`config.mk`:
```
export PLATFORM = sky130hd
export DESIGN_NAME = pattern_seq_detector
export DESIGN_NICKNAME = d
export VERILOG_FILES = /design/src/rtl/seq_det_pkg.sv /design/src/rtl/sat_counter.sv /design/src/rtl/pattern_seq_detector.sv
export SDC_FILE = /design/constraint.sdc
export NUM_CORES = 1
export LEC_CHECK = 0
export ABC_AREA = 1
export CAP_MARGIN = 5
export CORE_ASPECT_RATIO = 1.2
export CORE_MARGIN = 2
export CORE_UTILIZATION = 45
export CTS_BUF_LIST = sky130_fd_sc_hd__clkbuf_8
export DETAILED_ROUTE_END_ITERATION = 8
export GPL_TIMING_DRIVEN = 0
export PLACE_DENSITY = 0.76
export SYNTH_ARGS = -nofsm -noshare
export SYNTH_HDL_FRONTEND = slang
export SYNTH_SLANG_ARGS = --single-unit
```
`constraint.sdc`:
```
create_clock -name clk -period 2.7 [get_ports clk]
set_input_delay 0.54 -clock clk [delete_from_list [all_inputs] [get_ports clk]]
set_output_delay 0.54 -clock clk [all_outputs]
set_load 0.01 [all_outputs]
```
`src/rtl/seq_det_pkg.sv`:
```
// Shared constants and helpers for the serial pattern detector.
package seq_det_pkg;

    localparam int         PAT_W_DEF        = 4;
    localparam int         CNT_W_DEF        = 8;
    localparam logic [3:0] DEFAULT_PAT_1010 = 4'b1010;

    // Width needed for a counter that saturates at pat_w (inclusive).
    function automatic int FILL_W(input int pat_w);
        return $clog2(pat_w + 1);
    endfunction

endpackage

```
`src/rtl/sat_counter.sv`:
```
// Saturating event counter; a clear coinciding with an increment yields 1.
module sat_counter
    import seq_det_pkg::*;
#(
    parameter int CNT_W = CNT_W_DEF
) (
    input  logic             clk,
    input  logic             rst,
    input  logic             inc,
    input  logic             clr,
    output logic [CNT_W-1:0] cnt
);

    // Count up on inc, stick at all-ones, clear keeps a coincident event.
    always_ff @(posedge clk) begin
        if (rst) begin
            cnt <= '0;
        end else if (clr) begin
            cnt <= inc ? CNT_W'(1) : '0;
        end else if (inc && (cnt != '1)) begin
            cnt <= cnt + CNT_W'(1);
        end
    end

endmodule

```
`src/rtl/pattern_seq_detector.sv`:
```
// Serial bit-pattern detector with runtime-loadable pattern, selectable
// overlapping/non-overlapping detection, registered match pulse and a
// saturating match counter.
module pattern_seq_detector
    import seq_det_pkg::*;
#(
    parameter int               PAT_W       = PAT_W_DEF,
    parameter int               CNT_W       = CNT_W_DEF,
    parameter logic [PAT_W-1:0] DEFAULT_PAT = PAT_W'(DEFAULT_PAT_1010)
) (
    input  logic             clk,
    input  logic             rst,
    input  logic             in_valid,
    input  logic             in,
    input  logic             overlap,
    input  logic             pat_load,
    input  logic [PAT_W-1:0] pat_in,
    input  logic             cnt_clr,
    output logic             match,
    output logic [CNT_W-1:0] match_cnt,
    output logic [PAT_W-1:0] pat_o
);

    localparam int FW = FILL_W(PAT_W);

    // Only the newest PAT_W-1 history bits are ever compared: the oldest bit
    // of a PAT_W window is always shifted out by the incoming bit.
    logic [PAT_W-1:0] pat;
    logic [PAT_W-2:0] hist;
    logic [FW-1:0]    fill;
    logic [PAT_W-1:0] window;
    logic             hit;

    // Candidate window including the bit presented this cycle, and the hit test.
    always_comb begin
        window = {hist, in};
        hit    = in_valid && !pat_load
                 && (fill >= FW'(PAT_W - 1))
                 && (window == pat);
    end

    // Pattern register, shift history, fill level and registered match pulse.
    always_ff @(posedge clk) begin
        if (rst) begin
            pat   <= DEFAULT_PAT;
            hist  <= '0;
            fill  <= '0;
            match <= 1'b0;
        end else if (pat_load) begin
            pat   <= pat_in;
            fill  <= '0;
            match <= 1'b0;
        end else if (in_valid) begin
            hist  <= window[PAT_W-2:0];
            match <= hit;
            if (hit && !overlap) begin
                fill <= '0;
            end else if (fill != FW'(PAT_W)) begin
                fill <= fill + FW'(1);
            end
        end else begin
            match <= 1'b0;
        end
    end

    assign pat_o = pat;

    sat_counter #(
        .CNT_W (CNT_W)
    ) u_match_cnt (
        .clk (clk),
        .rst (rst),
        .inc (hit),
        .clr (cnt_clr),
        .cnt (match_cnt)
    );

endmodule

```
==> reports/summary.txt <==
largest area contributor in the netlist = dfxtp_1
Clock Latency Late Sink = 0.25 ns
Synth top area share = 37.58%
worst r2r dst = u_match_cnt.cnt[3]$_SDFFE_PP0P_
cell row count = 18
CP bufs+invs = 3
core region area = 0.002095 mm²
CTS HTree Levels = 1
busiest grt layer = met2
DR vias = 959
Avg Vias per Cell = 4.771
final std cells w/o fill = 201
cts repair resizes = 0
IO Pins = 24
number of antenna violations at the first check in global routing = 0
# DRC = 0
RePlAce Congestion = 0.8278
hold endpoint = hist[1]$_SDFFE_PP0P_
Hold Crit Depth = 2
Max Fclk = 517.2 MHz
die outline height = 55.96 µm
clk buf depth = 2
port bufs = 23
fin crit share = 71.61%
slew margin rel. = 75.06%
Sink Count = 19
Final Hold Violating Endpoints = 0
Critical R2R Launch = u_match_cnt.cnt[0]$_SDFFE_PP0P_
sequential cell area fraction in the yosys report = 37.58%
total die area = 0.002646 mm²
initial detailed-routing violation count = 7
slowest CP cell = clkdlybuf4s50_1
hold path start = hist[0]$_SDFFE_PP0P_
die width = 47.30 µm
max cap viols = 0
Hold-fix buffers, CTS = 0
yosys warns = 0
GR Util met2 = 32.63%
Synth Register Bits = 19
status = finished, final reports clean
Worst EP required = 2.86 ns
Synth cell types = 22
share of layout cells above drive strength 1 = 8.187%
root buffer cell = clkbuf_8
post-DP HPWL = 1620 µm
vias in the first global route = 977
setup violators final = 0
Final ANT Viol Nets = 0
Filler Cells Inserted = 201
Worst Skew = 0.002921 ns
WL/cell = 10.14 µm
largest net degree at the start of global routing = 11
Clock transition at path regs = 0.07 ns
total gr overflow = 0
Area Overhead vs Synth = 30.90%
CP Max Fanout = 7
syn nets = 159
worst slew pin tran = 0.3727 ns
Startpoint Class = primary input
routed wire length = 2038 µm
postcts setup bufs = 0
placed cell count = 197
iteration count of the initial detailed-routing pass = 4
first-pass GRT wire length = 3643 µm
CTS tree = built
GRT Util Overall = 18.27%
Antenna Cells = 0
starting density of the core = 48.33%
setup TNS = 0 ns
final worst path period need = 1.933 ns
Largest delay share family, worst path = simple AND/OR/NAND/NOR gates
CP Capture Type = flop
flop2flop setup slack = 1.08 ns
Leakage = 0.5919 nW
worst vdd ir = 0.3466 mV
CP Cell Sequence = clkdlybuf4s50_1 -> inv_2 -> nor2_4 -> nand3_4 -> nor2_8 -> nand3_2 -> nand2_2 -> nand3_1 -> nand2_1 -> inv_1
Arr. time, crit path = 2.09 ns
GR met1 Demand/Resource = 19.11%
Mean Syn Cell Area = 7.029 µm²
Worst Hold Class = flop to flop
CTS Buf Count = 3
Post-Synthesis Cells = 144
GR Util met3 = 3.571%
Mapped Area = 0.001012 mm²
Area contributors post-synth = dfxtp_1 (38%), nand2_1 (12%), nor2_1 (7.8%)
Hold WS = 0.4944 ns
Slowest Stage Delay on Critical Path = 0.62 ns
Final Slew Violations = 0
Cell Pwr Density = 433.6 mW/mm²
Worst Reg-to-Reg Cells = 10
Setup Crit Path Kind = primary input to flop
RSZ-0062 raised after global routing = false
net count reported at finish = 187
[registers in the layout (all words and copies together), names as in the netlist]
register	flops
fill	3
hist	3
match	1
pat_o	4
u_match_cnt.cnt	8
[through the flow]
step | setup slack, ns | power (mW) | util [%] | area (µm²)
6_report | 0.7665 | 0.5745 | 63.26 | 1325
3_3_place_gp | 0.5508 | 0.3848 | 61.11 | 1280
3_5_place_dp | 0.5051 | 0.3874 | 61.11 | 1280
2_1_floorplan | 1.233 | 0.3488 | - | 1012
5_1_grt | 0.6251 | 0.5995 | 63.26 | 1325
4_1_cts | 0.7546 | 0.5773 | 63.26 | 1325
[tightest hold or removal path, delay by kind of cell (launching register included)]
kind,cells,cell delay [ns]
buffers and inverters,1,0.07
AOI/OAI and AO/OA,1,0.06
DFF,1,0.33
[cell usage in the layout (no fill, tap or decap), drive strengths merged, types with 3 or more instances in the layout]
master         netlist  layout
a21oi               11      11
clkbuf               0       3
clkdlybuf4s50        0      23
dfxtp               19      19
ha                   4       4
inv                 21      22
nand2               35      35
nand3               14      14
nor2                24      24
o21ai                9       9
[report_power, final]
part | internal (mW) | total [mW] | switching (mW)
logic | 0.0384 | 0.0821 | 0.0436
registers | 0.290 | 0.299 | 0.00847
clock network | 0.101 | 0.194 | 0.0926
[cells in the mapped netlist]
cell / count
nand3_1: 11
o21a_1: 1
o21ai_0: 9
xor2_1: 1
inv_2: 1
clkinv_2: 1
nor2_4: 1
nor2_2: 1
nand2_1: 32
nor2_8: 1
a21o_1: 1
nor2_1: 21
ha_1: 4
a21boi_1: 1
a21oi_1: 11
inv_1: 20
a31oi_1: 1
nor3_1: 1
dfxtp_1: 19
nand3_2: 1
nand2_2: 3
nand3_4: 2
[cell type report]
type / instances / area (µm²) / share of cell area, %
flip-flops and latches: 19 / 380.4 / 28.71
clock inverters: 1 / 3.754 / 0.2833
inverters: 22 / 83.83 / 6.327
clock buffers: 3 / 41.29 / 3.116
well taps: 30 / 37.54 / 2.833
multi-input cells: 103 / 548.0 / 41.36
repair buffers: 23 / 230.2 / 17.37
[metal layers]
metal	vias up	wire [µm]
met1	424	867
met5	-	0
li1	510	-
met2	21	1067
met4	0	27
met3	4	76
[worst max-delay path by stage]
stage                                         start                         endpoint  slack [ns]  cells past startpoint
global route                               in_valid  u_match_cnt.cnt[3]$_SDFFE_PP0P_        0.63                     11
finish                                     in_valid             fill[2]$_SDFFE_PP0P_        0.77                     10
CTS                                        in_valid  u_match_cnt.cnt[3]$_SDFFE_PP0P_        0.75                     11
floorplan           u_match_cnt.cnt[1]$_SDFFE_PP0P_  u_match_cnt.cnt[3]$_SDFFE_PP0P_        1.23                     10
global placement                           in_valid  u_match_cnt.cnt[3]$_SDFFE_PP0P_        0.55                     10
detailed placement                         in_valid             fill[2]$_SDFFE_PP0P_        0.51                     10
[cell families after synthesis]
kind of cell / Yosys count / synth area share, %
compound gates: 24 / 12.73
simple gates: 74 / 35.60
xor+xnor: 1 / 0.8654
buf+inv: 22 / 8.281
fa+ha+maj: 4 / 4.945
flops: 19 / 37.58
Note: power is estimated with default switching activity, not from simulation.
